[src/rtl/vga_pat_ctrl.sv]
// Pattern scheduler: picks which test pattern the pixel generator draws and
// only lets the selection change right after the first pixel of a frame.
module vga_pat_ctrl #(
    parameter int FRAME_HOLD = 60,
    parameter int PAT_NUM    = 4
) (
    input  logic       vga_clk,
    input  logic       sys_rst_n,
    input  logic [9:0] pix_x,
    input  logic [9:0] pix_y,
    input  logic       key_next,
    input  logic       key_mode,
    output logic [1:0] pat_sel,
    output logic       pat_update,
    output logic       auto_mode,
    output logic [7:0] frame_cnt
);

    typedef enum logic {
        ST_AUTO   = 1'b0,
        ST_MANUAL = 1'b1
    } state_t;

    localparam logic [7:0] CNT_LAST = 8'(FRAME_HOLD - 1);
    localparam logic [1:0] PAT_LAST = 2'(PAT_NUM - 1);

    state_t     state_reg, state_next;
    logic [1:0] pat_sel_reg, pat_sel_next;
    logic       pat_update_reg, pat_update_next;
    logic [7:0] frame_cnt_reg, frame_cnt_next;
    logic       pend_reg, pend_next;
    logic       cond;
    logic       cond_q_reg;
    logic       sof_q_reg;
    logic       advance;

    assign cond = (pix_x == 10'd0) && (pix_y == 10'd0);

    always_ff @(posedge vga_clk or negedge sys_rst_n) begin
        if (!sys_rst_n) begin
            state_reg      <= ST_AUTO;
            pat_sel_reg    <= 2'd0;
            pat_update_reg <= 1'b0;
            frame_cnt_reg  <= 8'd0;
            pend_reg       <= 1'b0;
            cond_q_reg     <= 1'b0;
            sof_q_reg      <= 1'b0;
        end else begin
            state_reg      <= state_next;
            pat_sel_reg    <= pat_sel_next;
            pat_update_reg <= pat_update_next;
            frame_cnt_reg  <= frame_cnt_next;
            pend_reg       <= pend_next;
            cond_q_reg     <= cond;
            // Rising edge of the origin condition: one pulse per frame.
            sof_q_reg      <= cond & ~cond_q_reg;
        end
    end

    always_comb begin
        state_next      = state_reg;
        pat_sel_next    = pat_sel_reg;
        pat_update_next = 1'b0;
        frame_cnt_next  = frame_cnt_reg;
        pend_next       = pend_reg;
        advance         = 1'b0;

        // A mode toggle swallows any coincident key_next or frame start.
        if (key_mode) begin
            state_next     = (state_reg == ST_AUTO) ? ST_MANUAL : ST_AUTO;
            frame_cnt_next = 8'd0;
            pend_next      = 1'b0;
        end else begin
            if (key_next) begin
                pend_next = 1'b1;
            end
            if (sof_q_reg) begin
                if (pend_reg | key_next) begin
                    advance = 1'b1;
                end else if (state_reg == ST_AUTO) begin
                    if (frame_cnt_reg == CNT_LAST) begin
                        advance = 1'b1;
                    end else begin
                        frame_cnt_next = frame_cnt_reg + 8'd1;
                    end
                end
            end
        end

        if (advance) begin
            pat_sel_next    = (pat_sel_reg == PAT_LAST) ? 2'd0 : pat_sel_reg + 2'd1;
            pat_update_next = 1'b1;
            frame_cnt_next  = 8'd0;
            pend_next       = 1'b0;
        end
    end

    assign pat_sel    = pat_sel_reg;
    assign pat_update = pat_update_reg;
    assign auto_mode  = (state_reg == ST_AUTO);
    assign frame_cnt  = frame_cnt_reg;

endmodule

[config.mk]
export PLATFORM = sky130hd
export DESIGN_NAME = vga_pat_ctrl
export DESIGN_NICKNAME = d
export VERILOG_FILES = /design/src/rtl/vga_pat_ctrl.sv
export SDC_FILE = /design/constraint.sdc
export NUM_CORES = 1
export LEC_CHECK = 0
export CORE_AREA = 2 2 60 62
export DETAILED_ROUTE_END_ITERATION = 7
export DIE_AREA = 0 0 62 64
export RECOVER_POWER = 25
export SLEW_MARGIN = 20
export SYNTH_ARGS = -nofsm -noshare
export SYNTH_HDL_FRONTEND = slang
export SYNTH_SLANG_ARGS = --single-unit
[constraint.sdc]
create_clock -name vga_clk -period 2.2 [get_ports vga_clk]
set_input_delay 0.44 -clock vga_clk [delete_from_list [all_inputs] [get_ports vga_clk]]
set_output_delay 0.44 -clock vga_clk [all_outputs]
set_load 0.02 [all_outputs]
==> out/results.ini <==
[final_layout]
insertedDiodeCount=0
n_fill_cell=350
multi_input_area_sq_um=410
fin_nets=151
largest_reg_flops=8
drive_above_1_share=0.0645
regArea_sq_um=375
area_delta_synth_final_pct=55.6

[place]
dp_hpwl_microns=1730
dp_worst_setup_slack_ns=0.200
io_buffers=35
gp_congestion=0.879

[clock_network]
clockBufferDepth=2
post_cts_resized=0
postCtsHoldBufs=0
cts_setup_buffers=0
cts_buffers=3
insertion_delay_ns=0.28
cts_root_buffer=clkbuf_4
cts_tree=done
htree_levels=1
path_clk_slew_ns=0.09
cts.sinks=15

[logic_synthesis]
async_reset_ff_frac=1.00
yosysMostFrequentCell=dfrtp_1
synth_top_family_by_area=simple AND/OR/NAND/NOR gates
synth_compound_area_frac=0.170
seq_area_frac_synth=0.471
yosys-top-cells-area=dfrtp_1 (47%), o21ai_0 (6.3%), nand2_1 (4.7%)
synth-xor-area-share=0.0110
ys_top_cells_by_count=dfrtp_1 (15), nand2_1 (10), o21ai_0 (10)
synthCells=84
synth.avg_cell_area_sq_um=9.49
netlist_area_sq_um=797
syn-num-nets=110
ys_warn_count=0
synthMuxAreaShare=0.0283
synthSimpleGateAreaFrac=0.275
synth_top_area_frac=0.471
synth_cell_types=27
synth-seq-cells=15
synth_adder_area_share=0.0314
synth_edf_count=0
post-synth-top-area-cell=dfrtp_1
ys.flop_type=dfrtp_1

[pwr]
power_density_mw_per_mm2=592
p_comb_frac=0.295
swShare=0.330
p_leak_nw=0.508
seqPwrFrac=0.490
ir_drop_uv=131
p_sw_mw=0.242
p_int_mw=0.492
pwr-share-clk=0.215

[global_route]
antenna_found_initial=0
grt_pass1_vias=839
grt_max_degree=16
grt_pass1_wl_microns=3640
grt_use_total=0.120
overflow=0

[timing]
fin_crit_ns=1.93
rsz0062_at_grt=no
drv_slew=0
setup_viol=0
worstMarginPinSlew_ns=0.654
fmaxAchievable_mhz=518
finalCritPeriodShare=0.877
worst_slack_ns=0.270
slew_headroom=0.563
fin_worst_skew_ns=0.00589
hold_violations=0
holdWs_ns=0.412
final.setup.tns_ns=0

[die]
core_sq_mm=0.00328
die-area_sq_mm=0.00397
die_w_microns=62
rows=21
die-height_microns=64
ios=36
start_util=0.243

[drt]
drt_iter0_markers=22
ant_nets=0
post_drt_wl_per_cell_microns=12.0
num_vias=818
totalWireLength_microns=2040
drt_first_pass_iters=4
route.detailed.drc=0
viasPerCell=4.81

[worst_setup_path]
worstPathRequired_ns=1.76
endpoint_kind=output pin
cp_max_fo=5
critPathKind=reg2out
arrival_ns=1.49
crit_path_start_kind=register

[min_path]
hold_class=reg2reg

[outcome]
outcome=finished, final reports clean

[run]
cap_violations=0

[worst max-delay path: stages, from the launching register on]
cell             delay [ns]
dfrtp_1                0.44
inv_1                  0.14
clkdlybuf4s50_1        0.62
[power groups by stage]
stage          sequential [mW]  clock [mW]  combinational [mW]
2_1_floorplan            0.376           0              0.0691
3_3_place_gp             0.362           0               0.217
3_5_place_dp             0.364           0               0.222
4_1_cts                  0.358       0.161               0.222
5_1_grt                  0.368       0.175               0.237
6_report                 0.360       0.158               0.217
[per-stage QoR]
| step | cell area, sq um | power, mW | utilization | instances |
|---|---|---|---|---|
| 5_1_grt | 1240 | 0.779 | 0.378 | 170 |
| 3_5_place_dp | 1210 | 0.586 | 0.369 | 166 |
| 3_3_place_gp | 1210 | 0.579 | 0.369 | 166 |
| 6_report | 1240 | 0.734 | 0.378 | 170 |
| 4_1_cts | 1240 | 0.742 | 0.378 | 170 |
| 2_1_floorplan | 797 | 0.445 | - | 84 |
[logic make-up (layout without fill, tap and decap cells)]
logic type,after synthesis,count (layout)
simple gates,39,39
compound gates,22,22
mux,2,2
fa+ha+maj,2,2
buf+inv,3,43
flops,15,15
xor+xnor,1,1
[final timing paths]
kind / startpoint / depth (start not counted) / slack (ns) / endpoint
worst max-delay path: state_reg / 2 / 0.27 / auto_mode
worst min-delay path: cond_q_reg / 1 / 0.41 / sof_q_reg
worst max register to register: frame_cnt[7] / 4 / 0.45 / frame_cnt[5]
worst min register to register: cond_q_reg / 1 / 0.41 / sof_q_reg
max in group asynchronous: sys_rst_n / 1 / 1.17 / frame_cnt[3]
min in group asynchronous: sys_rst_n / 1 / 0.62 / pat_update
[routing by layer]
| metal | global-route usage | vias up | routed length (microns) |
|---|---|---|---|
| met4 | 0.0479 | 0 | 54 |
| met3 | 0.0142 | 7 | 132 |
| met5 | 0 | - | 0 |
| met1 | 0.147 | 379 | 827 |
| met2 | 0.206 | 36 | 1030 |
| li1 | - | 396 | - |
[layout make-up]
| class | count | area share |
|---|---|---|
| clock buffers | 3 | 0.0182 |
| clock inverters | 1 | 0.00404 |
| inverters | 3 | 0.00908 |
| multi-input cells | 66 | 0.331 |
| flip-flops and latches | 15 | 0.303 |
| well taps | 46 | 0.0464 |
| repair buffers | 36 | 0.289 |
[placed cells by master, fill, tap and decap left out]
| master | n |
|---|---|
| mux2_1 | 2 |
| nor2_1 | 5 |
| dfrtp_1 | 15 |
| nand4b_1 | 1 |
| inv_1 | 3 |
| nor4b_1 | 1 |
| o21ai_2 | 1 |
| xor2_1 | 1 |
| clkinv_2 | 1 |
| nor4_1 | 5 |
| buf_4 | 1 |
| a22oi_1 | 1 |
| and3_1 | 2 |
| a21oi_1 | 3 |
| o211a_1 | 1 |
| dlygate4sd3_1 | 2 |
| or4b_4 | 1 |
| or3_1 | 4 |
| nor3_1 | 3 |
| nand3b_2 | 1 |
| ha_1 | 2 |
| o21a_1 | 1 |
| nand3_1 | 4 |
| a211oi_1 | 1 |
| o22ai_1 | 1 |
| clkdlybuf4s50_1 | 33 |
| clkbuf_4 | 3 |
| o21ai_0 | 10 |
| and4b_1 | 1 |
| o211ai_1 | 3 |
| nand2_1 | 10 |
| nor2b_1 | 1 |
(Power assumes the default switching activity.)
